[src/rtl/m2_block_writer_if.sv]
// Bus bundle for the IDCT block writer: start request, dual-port RAM read side and SRAM write side.
interface m2_block_writer_if;
    logic        Start;
    logic [1:0]  Plane;
    logic [5:0]  Block_col;
    logic [4:0]  Block_row;
    logic [5:0]  DP_address;
    logic [31:0] DP_read_data;
    logic [17:0] SRAM_address;
    logic [15:0] SRAM_write_data;
    logic        SRAM_we_n;
    logic        Busy;
    logic        Done;

    modport master (
        output Start, Plane, Block_col, Block_row, DP_read_data,
        input  DP_address, SRAM_address, SRAM_write_data, SRAM_we_n, Busy, Done
    );

    modport slave (
        input  Start, Plane, Block_col, Block_row, DP_read_data,
        output DP_address, SRAM_address, SRAM_write_data, SRAM_we_n, Busy, Done
    );
endinterface

[src/rtl/m2_block_writer.sv]
// Writes one 8x8 block of IDCT results from the dual-port RAM into the Y/U/V region of SRAM,
// clipping each value to 8 bits and packing pixel pairs into 16-bit words.
module m2_block_writer #(
    parameter logic [17:0] Y_BASE    = 18'd0,
    parameter logic [17:0] U_BASE    = 18'd38400,
    parameter logic [17:0] V_BASE    = 18'd57600,
    parameter logic [17:0] Y_STRIDE  = 18'd160,
    parameter logic [17:0] UV_STRIDE = 18'd80
) (
    input  logic               Clock,
    input  logic               Resetn,
    m2_block_writer_if.slave   bus
);

    localparam int unsigned AW  = 18;
    localparam int unsigned DPW = 6;
    localparam int unsigned WCW = 5;

    typedef enum logic [2:0] {
        S_IDLE, S_LEAD_IN, S_RD_EVEN, S_RD_ODD, S_LEAD_OUT, S_DONE
    } state_e;

    state_e           state_q, state_d;
    logic [DPW-1:0]   dp_addr_q, dp_addr_d;
    logic [AW-1:0]    sram_addr_q, sram_addr_d;
    logic [15:0]      wdata_q, wdata_d;
    logic             we_n_q, we_n_d;
    logic             busy_q, busy_d;
    logic             done_q, done_d;
    logic [AW-1:0]    stride_q, stride_d;
    logic [AW-1:0]    row_base_q, row_base_d;
    logic [7:0]       hold_q, hold_d;
    logic [WCW-1:0]   wcnt_q, wcnt_d;

    logic [AW-1:0]    stride_sel, plane_base, row_off, base_sel;
    logic [DPW-1:0]   dp_next;

    function automatic logic [7:0] clip8(input logic signed [31:0] v);
        if (v < 32'sd0)        return 8'd0;
        else if (v > 32'sd255) return 8'd255;
        else                   return v[7:0];
    endfunction

    // Block origin in SRAM for the requested plane/row/column (wraps at 18 bits)
    always_comb begin
        stride_sel = (bus.Plane == 2'd0) ? Y_STRIDE : UV_STRIDE;
        case (bus.Plane)
            2'd0:    plane_base = Y_BASE;
            2'd1:    plane_base = U_BASE;
            default: plane_base = V_BASE;
        endcase
        row_off  = AW'({13'd0, bus.Block_row} * stride_sel);
        base_sel = AW'(plane_base + AW'(row_off << 3) + AW'({10'd0, bus.Block_col, 2'b00}));
        dp_next  = (dp_addr_q == DPW'(63)) ? dp_addr_q : DPW'(dp_addr_q + DPW'(1));
    end

    // Next-state and registered-output logic
    always_comb begin
        state_d     = state_q;
        dp_addr_d   = dp_addr_q;
        sram_addr_d = sram_addr_q;
        wdata_d     = wdata_q;
        we_n_d      = 1'b1;
        busy_d      = busy_q;
        done_d      = 1'b0;
        stride_d    = stride_q;
        row_base_d  = row_base_q;
        hold_d      = hold_q;
        wcnt_d      = wcnt_q;

        case (state_q)
            S_IDLE: begin
                if (bus.Start && (bus.Plane != 2'd3)) begin
                    state_d    = S_LEAD_IN;
                    busy_d     = 1'b1;
                    dp_addr_d  = '0;
                    stride_d   = stride_sel;
                    row_base_d = base_sel;
                    wcnt_d     = '0;
                end
            end
            S_LEAD_IN: begin
                dp_addr_d = dp_next;
                state_d   = S_RD_EVEN;
            end
            S_RD_EVEN: begin
                hold_d    = clip8(bus.DP_read_data);
                dp_addr_d = dp_next;
                state_d   = S_RD_ODD;
            end
            S_RD_ODD: begin
                wdata_d     = {hold_q, clip8(bus.DP_read_data)};
                sram_addr_d = AW'(row_base_q + AW'(wcnt_q[1:0]));
                we_n_d      = 1'b0;
                wcnt_d      = WCW'(wcnt_q + WCW'(1));
                dp_addr_d   = dp_next;
                // Fourth word of a row: advance to the next image row
                if (wcnt_q[1:0] == 2'd3) row_base_d = AW'(row_base_q + stride_q);
                state_d     = (wcnt_q == WCW'(31)) ? S_LEAD_OUT : S_RD_EVEN;
            end
            S_LEAD_OUT: begin
                busy_d  = 1'b0;
                done_d  = 1'b1;
                state_d = S_DONE;
            end
            S_DONE: begin
                state_d = S_IDLE;
            end
            default: begin
                state_d = S_IDLE;
                busy_d  = 1'b0;
            end
        endcase
    end

    always_ff @(posedge Clock or negedge Resetn) begin
        if (!Resetn) begin
            state_q     <= S_IDLE;
            dp_addr_q   <= '0;
            sram_addr_q <= '0;
            wdata_q     <= '0;
            we_n_q      <= 1'b1;
            busy_q      <= 1'b0;
            done_q      <= 1'b0;
            stride_q    <= '0;
            row_base_q  <= '0;
            hold_q      <= '0;
            wcnt_q      <= '0;
        end else begin
            state_q     <= state_d;
            dp_addr_q   <= dp_addr_d;
            sram_addr_q <= sram_addr_d;
            wdata_q     <= wdata_d;
            we_n_q      <= we_n_d;
            busy_q      <= busy_d;
            done_q      <= done_d;
            stride_q    <= stride_d;
            row_base_q  <= row_base_d;
            hold_q      <= hold_d;
            wcnt_q      <= wcnt_d;
        end
    end

    assign bus.DP_address      = dp_addr_q;
    assign bus.SRAM_address    = sram_addr_q;
    assign bus.SRAM_write_data = wdata_q;
    assign bus.SRAM_we_n       = we_n_q;
    assign bus.Busy            = busy_q;
    assign bus.Done            = done_q;

endmodule

[src/flat_wrapper.sv]
// flat-port wrapper written by rule: the top's interface ports become plain ports
module m2_block_writer_flat 
#(
    parameter logic [17:0] Y_BASE    = 18'd0,
    parameter logic [17:0] U_BASE    = 18'd38400,
    parameter logic [17:0] V_BASE    = 18'd57600,
    parameter logic [17:0] Y_STRIDE  = 18'd160,
    parameter logic [17:0] UV_STRIDE = 18'd80
)
  (Clock, Resetn, bus_Start, bus_Plane, bus_Block_col, bus_Block_row, bus_DP_read_data, bus_DP_address, bus_SRAM_address, bus_SRAM_write_data, bus_SRAM_we_n, bus_Busy, bus_Done);
  m2_block_writer_if bus_i ();
  input  logic Clock;
  input  logic Resetn;
  input wire logic [$bits(bus_i.Start)-1:0] bus_Start;
  input wire logic [$bits(bus_i.Plane)-1:0] bus_Plane;
  input wire logic [$bits(bus_i.Block_col)-1:0] bus_Block_col;
  input wire logic [$bits(bus_i.Block_row)-1:0] bus_Block_row;
  input wire logic [$bits(bus_i.DP_read_data)-1:0] bus_DP_read_data;
  output wire logic [$bits(bus_i.DP_address)-1:0] bus_DP_address;
  output wire logic [$bits(bus_i.SRAM_address)-1:0] bus_SRAM_address;
  output wire logic [$bits(bus_i.SRAM_write_data)-1:0] bus_SRAM_write_data;
  output wire logic [$bits(bus_i.SRAM_we_n)-1:0] bus_SRAM_we_n;
  output wire logic [$bits(bus_i.Busy)-1:0] bus_Busy;
  output wire logic [$bits(bus_i.Done)-1:0] bus_Done;
  assign bus_i.Start = bus_Start;
  assign bus_i.Plane = bus_Plane;
  assign bus_i.Block_col = bus_Block_col;
  assign bus_i.Block_row = bus_Block_row;
  assign bus_i.DP_read_data = bus_DP_read_data;
  assign bus_DP_address = bus_i.DP_address;
  assign bus_SRAM_address = bus_i.SRAM_address;
  assign bus_SRAM_write_data = bus_i.SRAM_write_data;
  assign bus_SRAM_we_n = bus_i.SRAM_we_n;
  assign bus_Busy = bus_i.Busy;
  assign bus_Done = bus_i.Done;
  m2_block_writer #(.Y_BASE(Y_BASE), .U_BASE(U_BASE), .V_BASE(V_BASE), .Y_STRIDE(Y_STRIDE), .UV_STRIDE(UV_STRIDE)) u_core (.Clock(Clock), .Resetn(Resetn), .bus(bus_i));
endmodule
[config.mk]
export PLATFORM = sky130hd
export DESIGN_NAME = m2_block_writer_flat
export DESIGN_NICKNAME = d
export VERILOG_FILES = /design/src/rtl/m2_block_writer_if.sv /design/src/rtl/m2_block_writer.sv /design/src/flat_wrapper.sv
export SDC_FILE = /design/constraint.sdc
export NUM_CORES = 1
export LEC_CHECK = 0
export ABC_AREA = 1
export ABC_CLOCK_PERIOD_IN_PS = 5920
export CAP_MARGIN = 15
export CELL_PAD_IN_SITES_DETAIL_PLACEMENT = 1
export CELL_PAD_IN_SITES_GLOBAL_PLACEMENT = 2
export CORE_UTILIZATION = 30
export DETAILED_ROUTE_END_ITERATION = 12
export PLACE_DENSITY = 0.89
export SYNTH_ARGS = -nofsm -noshare
export SYNTH_HDL_FRONTEND = slang
export SYNTH_SLANG_ARGS = --single-unit
[constraint.sdc]
create_clock -name Clock -period 5.92 [get_ports Clock]
set_clock_uncertainty 0.2 [all_clocks]
set_input_delay 1.184 -clock Clock [delete_from_list [all_inputs] [get_ports Clock]]
set_output_delay 1.184 -clock Clock [all_outputs]
set_load 0.02 [all_outputs]
Word-level counts from Yosys, hierarchy flattened
Index checks and enable logic that the tools add are counted.
{ "totals": {"regBits": 95, "inputBits": 48, "output_inout_bits": 43, "word_cells": 65} }
{ "classes": {"add_sub_neg": 6, "n_mul": 1, "order_cmp": 2, "eq_ne": 13, "mux": 19, "n_bitwise": 1, "n_reduce_logical": 12} }
{ "op_table": {"columns": ["operator", "n"], "rows": [
  ["$mux 18", 2],
  ["$pmux 18 s2", 1],
  ["$gt 32x9->1 const B", 1],
  ["$lt 32x1->1 const B", 1],
  ["$pmux 16 s2", 1],
  ["$mux 8", 3],
  ["$add 16x18->18", 1],
  ["$add 18x18->18", 1],
  ["$add 18x2->18", 1],
  ["$add 18x8->18", 1],
  ["$mul 5x18->15", 1],
  ["$pmux 3 s5", 1],
  ["$mux 6", 2],
  ["$pmux 6 s2", 1],
  ["$pmux 5 s2", 1],
  ["$add 6x1->6 const B", 1],
  ["$eq 3x2->1 const B", 2],
  ["$eq 3x3->1 const B", 2],
  ["$eq 6x6->1 const B", 1],
  ["$mux 3", 2],
  ["$reduce_and 2->1", 3],
  ["$reduce_and 3->1", 2],
  ["$add 5x1->5 const B", 1],
  ["$eq 5x5->1 const B", 1],
  ["other kinds (15)", 20]
]} }

Depth between registers and ports, before layout
Gate-level depths: netlist (run 1).
{ "depth": {"word_depth": 7, "mapped_depth": 26, "ltp_nobuf": 26} }

Least setup slack after synthesis (run 1)
OpenSTA, ideal clock, no wires.
{ "synth_timing": {"path_kind": "input-to-reg", "startpoint": "in bus_Plane[1]", "endpoint": "reg u_core.row_base_q[17]", "setup_time_ps": 116, "arrival_ps": 4677, "t_required_ps": 5604, "path_slack_ps": 926, "cell_stages": 24, "path_buffers": 0, "path_cell_list": "nor2_2 -> inv_2 -> or2_1 -> o21ai_0 -> inv_1 -> ha_1 -> inv_1 -> fa_1 -> inv_1 -> ha_1 -> ha_1 -> a21oi_1 -> nand2_1 -> a31oi_1 -> xnor2_1 -> ha_1 -> a21oi_1 -> nand2_1 -> nand2_1 -> nand2_1 -> nand2_1 -> nand2_1 -> nand2_1 -> nand2_1"} }
{ "synth_between": {"elab_chain_cells": 7, "word_cells_on_any_way": 13, "cone_classes": "add/sub (2); mul (1); eq/ne (3); mux (4); reduce/logical (3)"} }
{ "synth_lines": {"columns": ["element", "line", "text"], "rows": [
  ["from (decl)", "flat_wrapper.sv:15", "input wire logic [$bits(bus_i.Plane)-1:0] bus_Plane;"],
  ["$logic_not 2->1", "m2_block_writer.sv:46", "stride_sel = (bus.Plane == 2'd0) ? Y_STRIDE : UV_STRIDE;"],
  ["$mux 8", "m2_block_writer.sv:46", null],
  ["named net u_core.stride_sel[4]", "m2_block_writer.sv:35", "logic [AW-1:0] stride_sel, plane_base, row_off, base_sel;"],
  ["$mul 5x18->15", "m2_block_writer.sv:52", "row_off = AW'({13'd0, bus.Block_row} * stride_sel);"],
  ["$add 16x18->18", "m2_block_writer.sv:53", "base_sel = AW'(plane_base + AW'(row_off << 3) + AW'({10'd0, bus.Block_col, 2'b00}));"],
  ["$add 18x8->18", "m2_block_writer.sv:53", null],
  ["$mux 18", "m2_block_writer.sv:73", "if (bus.Start && (bus.Plane != 2'd3)) begin"],
  ["$pmux 18 s2", "m2_block_writer.sv:71", "case (state_q)"],
  ["to (signal assigned)", "m2_block_writer.sv:138", "row_base_q <= row_base_d;"],
  ["to (decl)", "m2_block_writer.sv:31", "logic [AW-1:0] row_base_q, row_base_d;"]
]} }
The timed path passes the listed nets, and every way through them passes these cells. The select of a mux whose other input is x is not followed.
A chain may end at the register's enable or synchronous reset.

Worst setup path in the final report (run 1)
{ "layout_timing": {"startpoint": "in bus_Plane[0]", "endpoint": "reg u_core.row_base_q[17]"} }
Same word-level chain as after synthesis.

==> results of run 1 <==
-- critical path, cell delays in order --
cell and delay [ns]:
clkdlybuf4s50_1 0.46, nor2_2 0.13, inv_2 0.10, or2_1 0.21
o21ai_0 0.10, inv_1 0.10, ha_1 0.30, inv_1 0.06
fa_1 0.53, inv_1 0.04, ha_1 0.28, ha_1 0.35
a21oi_1 0.17, nand2_1 0.11, a31oi_1 0.18, xnor2_1 0.15
ha_1 0.30, a21oi_1 0.21, nand2_1 0.07, nand2_1 0.07
nand2_1 0.05, nand2_1 0.06, nand2_1 0.05, nand2_1 0.05
nand2_1 0.05
-- metrics by stage --
stage	cells	cell area (um2)
final	895	6130
after global routing	895	6130
after CTS	895	6130
after detailed placement	879	5780
after global placement	879	5780
after floorplan	614	4700
-- flip-flops by register name, indices dropped and copies added (netlist names) --
register,count
u_core.wcnt_q,5
u_core.state_q,3
u_core.bus.SRAM_address,18
u_core.bus.Busy,1
u_core.bus.DP_address,6
u_core.row_base_q,16
u_core.stride_q,2
u_core.bus.SRAM_we_n,1
u_core.hold_q,8
u_core.bus.SRAM_write_data,16
u_core.bus.Done,1
-- area by class of cell --
cell class	instances	area (um2)
clock buffers	11	243
clock inverters	5	108
fillers	1842	9070
inverters	72	275
multi-input cells	448	2410
flip-flops and latches	77	1930
well taps	188	235
repair buffers	94	928
-- synthesized netlist by cell type (all sizes together) (3+ instances only) --
cell	n	area (um2)
or2	3	18.8
nor2	68	315
fa	6	120
o21bai	3	22.5
a31oi	6	43.8
xor2	4	35.0
a21oi	30	154
inv	72	275
nand4	8	56.3
o21ai	30	150
dfrtp	76	1900
nand3	32	160
nand2	200	758
ha	32	400
nor3	3	20.0
clkbuf	10	37.5
xnor2	4	35.0
buf	7	47.5
-- layer usage --
layer / vias to the layer above / global-route usage, %
li1: 2125 / -
met1: 2067 / 19.9
met2: 82 / 29.2
met3: 9 / 2.76
met4: 0 / 3.64
met5: - / 0
-- logic make-up (layout without fill, tap and decap cells) --
kind of cell             after synthesis  in the layout  share of synthesized area, %
adder cells (fa/ha/maj)               38             38                          11.1
flip-flops                            77             77                          41.1
AND/OR/NAND/NOR                      319            319                          29.1
XOR/XNOR                               8              8                          1.49
AO/OA/AOI/OAI                         78             78                          9.34
other                                  2              5                         0.160
buffers and inverters                 89            182                          7.69
-- cell usage in the layout (no fill, tap or decap), types with 3 or more instances in the layout --
cell type | Yosys | layout
nor2_1 | 61 | 61
dfrtp_1 | 76 | 76
nor2_4 | 3 | 3
nand2_2 | 3 | 3
nand2_1 | 197 | 197
clkbuf_16 | 0 | 9
nand4_1 | 7 | 7
o21ai_0 | 18 | 18
clkdlybuf4s50_1 | 0 | 89
buf_4 | 0 | 5
nand3_1 | 32 | 32
conb_1 | 2 | 5
inv_2 | 3 | 3
fa_1 | 6 | 6
xor2_1 | 4 | 4
ha_1 | 32 | 32
o21ai_1 | 12 | 12
inv_1 | 68 | 68
o21bai_1 | 3 | 3
a21oi_1 | 29 | 29
xnor2_1 | 4 | 4
bufinv_16 | 0 | 3
a31oi_1 | 5 | 5
-- worst min path at each step --
stage                                                    startpoint                                   endpoint  slack (ns)  cells past startpoint
after global routing         u_core.bus.SRAM_address[3]$_DFFE_PN0P_     u_core.bus.SRAM_address[3]$_DFFE_PN0P_        0.29                      2
final                     u_core.bus.SRAM_write_data[8]$_DFFE_PN0P_  u_core.bus.SRAM_write_data[8]$_DFFE_PN0P_        0.27                      2
after detailed placement  u_core.bus.SRAM_write_data[8]$_DFFE_PN0P_  u_core.bus.SRAM_write_data[8]$_DFFE_PN0P_        0.27                      2
after floorplan                    u_core.row_base_q[3]$_DFFE_PN0P_           u_core.row_base_q[3]$_DFFE_PN0P_        0.24                      2
after CTS                 u_core.bus.SRAM_write_data[8]$_DFFE_PN0P_  u_core.bus.SRAM_write_data[8]$_DFFE_PN0P_        0.28                      2
after global placement             u_core.row_base_q[3]$_DFFE_PN0P_           u_core.row_base_q[3]$_DFFE_PN0P_        0.26                      2
-- power by group --
part	switching (W)	internal [W]
logic	0.000930	0.000619
clock network	0.000219	0.000425
registers	0.000196	0.000781
total	0.00134	0.00182
==> metrics.yaml, run 1 <==
drc_errors: 0
setup_tns_ns: 0
slew-limit-headroom_pct: 33.9
final_max_slew_viol_count: 0
dr.first_iter.drc_count: 158
dr.pass1.iters: 4
endpoint: "u_core.row_base_q[17]$_DFFE_PN0P_"
holdCritPathClass: "reg -> reg"
nets: 788
ys_types: 42
netlist_area_um2: 4690
min_period_ns: 5.36
seq_area_frac_synth_pct: 41.1
clk_latency_ns: 0.34
cellLeakagePower_nw: 3.09
setup_viol: 0
avgSynthCellArea_um2: 7.67
postRouteAntennaNets: 0
syn2layout_area_growth_pct: 30.7
p_per_area_nw_per_um2: 517
ir_drop_mv: 0.177
r2r-start: "u_core.state_q[0]$_DFFE_PN0P_"
grt_usage_pct: 16.1
start_util_pct: 30.8
yosys_warnings: 0
finalWeightedCongestion: 0.764
grt-ovfl-total: 0
path_class: "in -> reg"
dieWidth_um: 127
r2r_slack_ns: 3.28
synthCells: 611
wl_met1_um: 5790
worstSetupStartpoint: "bus_Plane[0]"
cp-start-kind: "primary input"
cts-hold-fix-buffers: 0
r2r_end: "u_core.row_base_q[13]$_DFFE_PN0P_"
crit_path_max_fanout: 9
cts_tree: "yes"
place_hpwl_um: 9300
async_reset_ff_share_pct: 100
layout_setup_ws_ns: 0.563
utilization_pct: 40.3
grt_max_degree: 78
fp.dieH_um: 127
tightest_slew_ns: 0.991
hold_violations: 0
cts.clk_slew.worst_paths_ns: 0.06
dp_slack_ns: 0.195
avgRoutedWirePerCell_um: 14.0
vias: 4283
wl_met2_um: 6140
antenna_cells: 0
htree_levels: 3
post_cts_buffers: 0
io_pins: 91
rr_worst_depth: 11
die_area_um2: 16100
ys_ff_latch: 77
status: "completed"
antenna_found_initial: 0
routed_wl_um: 12500
cts_sinks: 77
fin_hold_ws_ns: 0.271
grt_pass1_wl_um: 21100
required_ns: 5.94
core_area_um2: 15200
rows: 45
synth_edf_count: 0
clk_root_buffer_cell: "clkbuf_16"
numCtsBuffers: 9
wl_met3_um: 483
highest_layer: "met4"
cts_resized: 0
arrival_ns: 5.38
power_w: 0.00317
grt_pass1_vias: 4425
finalCritPeriodShare_pct: 90.5
cap_violations: 0
portBuffers: 90
clockBufferDepth: 2
fmax_mhz: 187
drive_gt1_share_pct: 5.80
viasPerCell: 4.79
end_kind: "register"
synth_flop_cell: "dfrtp_1"
rsz0062_at_grt: "false"
Note: power is estimated with default switching activity, not from simulation.
==> run 2: changes to the inputs <==
--- a/config.mk
+++ b/config.mk
@@ -8,11 +8,9 @@
 export ABC_AREA = 1
 export ABC_CLOCK_PERIOD_IN_PS = 5920
 export CAP_MARGIN = 15
-export CELL_PAD_IN_SITES_DETAIL_PLACEMENT = 1
-export CELL_PAD_IN_SITES_GLOBAL_PLACEMENT = 2
 export CORE_UTILIZATION = 30
 export DETAILED_ROUTE_END_ITERATION = 12
-export PLACE_DENSITY = 0.89
+export PLACE_DENSITY = 0.59
 export SYNTH_ARGS = -nofsm -noshare
 export SYNTH_HDL_FRONTEND = slang
 export SYNTH_SLANG_ARGS = --single-unit
==> run 2 against run 1 <==
Global-route usage is 2.1 points lower. Count of clock-buffer cells in the layout stayed put. Fmax is 0.94% higher. Final cell count stayed put. Via count is 5.4% lower. Combinational power is 3% lower. Routed wire length is 15% lower. Die area stayed put. Core utilization is 0.058 points higher. Critical endpoint unchanged. Largest cell class unchanged.
==> metrics.yaml, run 2 (synthesis gave the netlist of run 1 again) <==
status: "completed"  # unchanged
avgRoutedWirePerCell_um: 11.8  # was 14.0 um
portBuffers: 90  # unchanged
cts_resized: 0  # unchanged
largest_register_ffs: 18  # unchanged
routed_wl_um: 10600  # was 12500 um
vias: 4053  # was 4283
min_period_ns: 5.31  # was 5.36 ns
end_kind: "register"  # unchanged
die_area_um2: 16100  # unchanged
slew-limit-headroom_pct: 34.5  # was 33.9%
fmax_mhz: 188  # was 187 MHz
viasPerCell: 4.53  # was 4.79
post_cts_buffers: 0  # unchanged
ir_drop_mv: 0.185  # was 0.177 mV
syn2layout_area_growth_pct: 30.9  # was 30.7%
setup_tns_ns: 0  # unchanged
dpl_cell_area_um2: 5780  # unchanged
cts_sinks: 77  # unchanged
setup_viol: 0  # unchanged
place_hpwl_um: 7860  # was 9300 um
grt_pass1_vias: 3999  # was 4425
required_ns: 5.95  # was 5.94 ns
postRouteAntennaNets: 0  # unchanged
hold_violations: 0  # unchanged
final_max_slew_viol_count: 0  # unchanged
grt-ovfl-total: 0  # unchanged
ff_latch_area_um2: 1930  # unchanged
finalWeightedCongestion: 0.770  # was 0.764
antenna_found_initial: 0  # unchanged
utilization_pct: 40.4  # was 40.3%
dr.pass1.iters: 4  # unchanged
holdCritPathClass: "reg -> reg"  # unchanged
fp.dieH_um: 127  # unchanged
clk_latency_ns: 0.34  # about the same
drc_errors: 0  # unchanged
core_area_um2: 15200  # unchanged
htree_levels: 3  # unchanged
tightest_slew_ns: 0.983  # was 0.991 ns
arrival_ns: 5.33  # was 5.38 ns
start_util_pct: 30.8  # unchanged
drive_gt1_share_pct: 5.94  # was 5.80%
nets: 788  # unchanged
finalCritPeriodShare_pct: 89.7  # was 90.5%
layout_commonest_cell: "nand2_1"  # unchanged
grt_usage_pct: 14.0  # was 16.1%
worstSetupStartpoint: "bus_Plane[0]"  # unchanged
worst_hold_startpoint: "u_core.hold_q[5]$_DFFE_PN0P_"  # was u_core.bus.SRAM_write_data[8]$_DFFE_PN0P_
grt_max_degree: 78  # unchanged
r2r-start: "u_core.state_q[0]$_DFFE_PN0P_"  # unchanged
clk_root_buffer_cell: "clkbuf_16"  # unchanged
dieWidth_um: 127  # unchanged
rows: 45  # unchanged
cellLeakagePower_nw: 3.09  # about the same
antenna_cells: 0  # unchanged
rsz0062_at_grt: "false"  # unchanged
io_pins: 91  # unchanged
final_cell_mix: "nand2_1, clkdlybuf4s50_1, dfrtp_1"  # unchanged
path_class: "in -> reg"  # unchanged
clockBufferDepth: 2  # unchanged
final_cell_area_um2: 6140  # was 6130 um2
p_per_area_nw_per_um2: 508  # was 517 nW/um2
grt_pass1_wl_um: 18300  # was 21100 um
crit_path_max_fanout: 9  # unchanged
cp-start-kind: "primary input"  # unchanged
cap_violations: 0  # unchanged
numCtsBuffers: 9  # unchanged
cts.clk_slew.worst_paths_ns: 0.06  # about the same
final.fill_count: 1574  # was 1842
cts_tree: "yes"  # unchanged
multi_input_area_um2: 2410  # unchanged
dr.first_iter.drc_count: 139  # was 158
cts-hold-fix-buffers: 0  # unchanged
-- run 2: changes by cell type in the layout (fill, tap and decap cells not counted) --
cell,before,now
clkbuf_1,1,0
clkbuf_8,1,2
clkinvlp_4,0,1
clkinv_4,2,1
-- run 2: metal layers --
layer	GRT usage, %	wire length, um	vias up	share of wire [%]
met5	0	0	-	0
met4	3.92	97	0	0.92
li1	-	-	2131	-
met2	23.5	4730	88	45
met1	18.6	5400	1826	51
met3	2.39	366	8	3.5
-- run 2: critical path: stages --
cell             delay [ns]
clkdlybuf4s50_1        0.46
nor2_2                 0.13
inv_2                  0.10
or2_1                  0.21
o21ai_0                0.10
inv_1                  0.09
ha_1                   0.28
inv_1                  0.05
fa_1                   0.54
inv_1                  0.04
ha_1                   0.29
ha_1                   0.35
a21oi_1                0.16
nand2_1                0.12
a31oi_1                0.18
xnor2_1                0.14
ha_1                   0.30
a21oi_1                0.21
nand2_1                0.07
nand2_1                0.08
nand2_1                0.05
nand2_1                0.05
nand2_1                0.04
nand2_1                0.05
nand2_1                0.04
-- run 2: final cells by class --
type	count	share of cell area, %
multi-input combinational	448	39.3
sequential	77	31.4
timing repair buffer	94	15.1
inverter	72	4.49
clock buffer	11	4.12
tap	188	3.83
clock inverter	5	1.73
-- run 2: per-stage QoR --
step / setup WS (ns) / hold WS (ns) / power, W / cells
floorplan: 0.926 / 0.242 / 0.00195 / 614
global placement: 0.396 / 0.257 / 0.00247 / 879
detailed placement: 0.278 / 0.261 / 0.00249 / 879
CTS: 0.627 / 0.275 / 0.00315 / 895
global route: 0.227 / 0.301 / 0.00339 / 895
finish: 0.613 / 0.269 / 0.00312 / 895
-- run 2: where the power goes --
part	switching, W	internal (W)	total, W
logic	0.000889	0.000614	0.00150
clock network	0.000214	0.000435	0.000649
registers	0.000182	0.000781	0.000963
-- run 2: final timing paths --
path,end,slack (ns),cells past startpoint
max,u_core.row_base_q[17]$_DFFE_PN0P_,0.61,25
max reg2reg,u_core.row_base_q[13]$_DFFE_PN0P_,3.15,11
min in group asynchronous,u_core.bus.SRAM_write_data[0]$_DFFE_PN0P_,0.82,1
min,u_core.bus.SRAM_write_data[13]$_DFFE_PN0P_,0.27,2
max in group asynchronous,u_core.bus.SRAM_write_data[9]$_DFFE_PN0P_,4.08,1
min reg2reg,u_core.bus.SRAM_write_data[13]$_DFFE_PN0P_,0.27,2
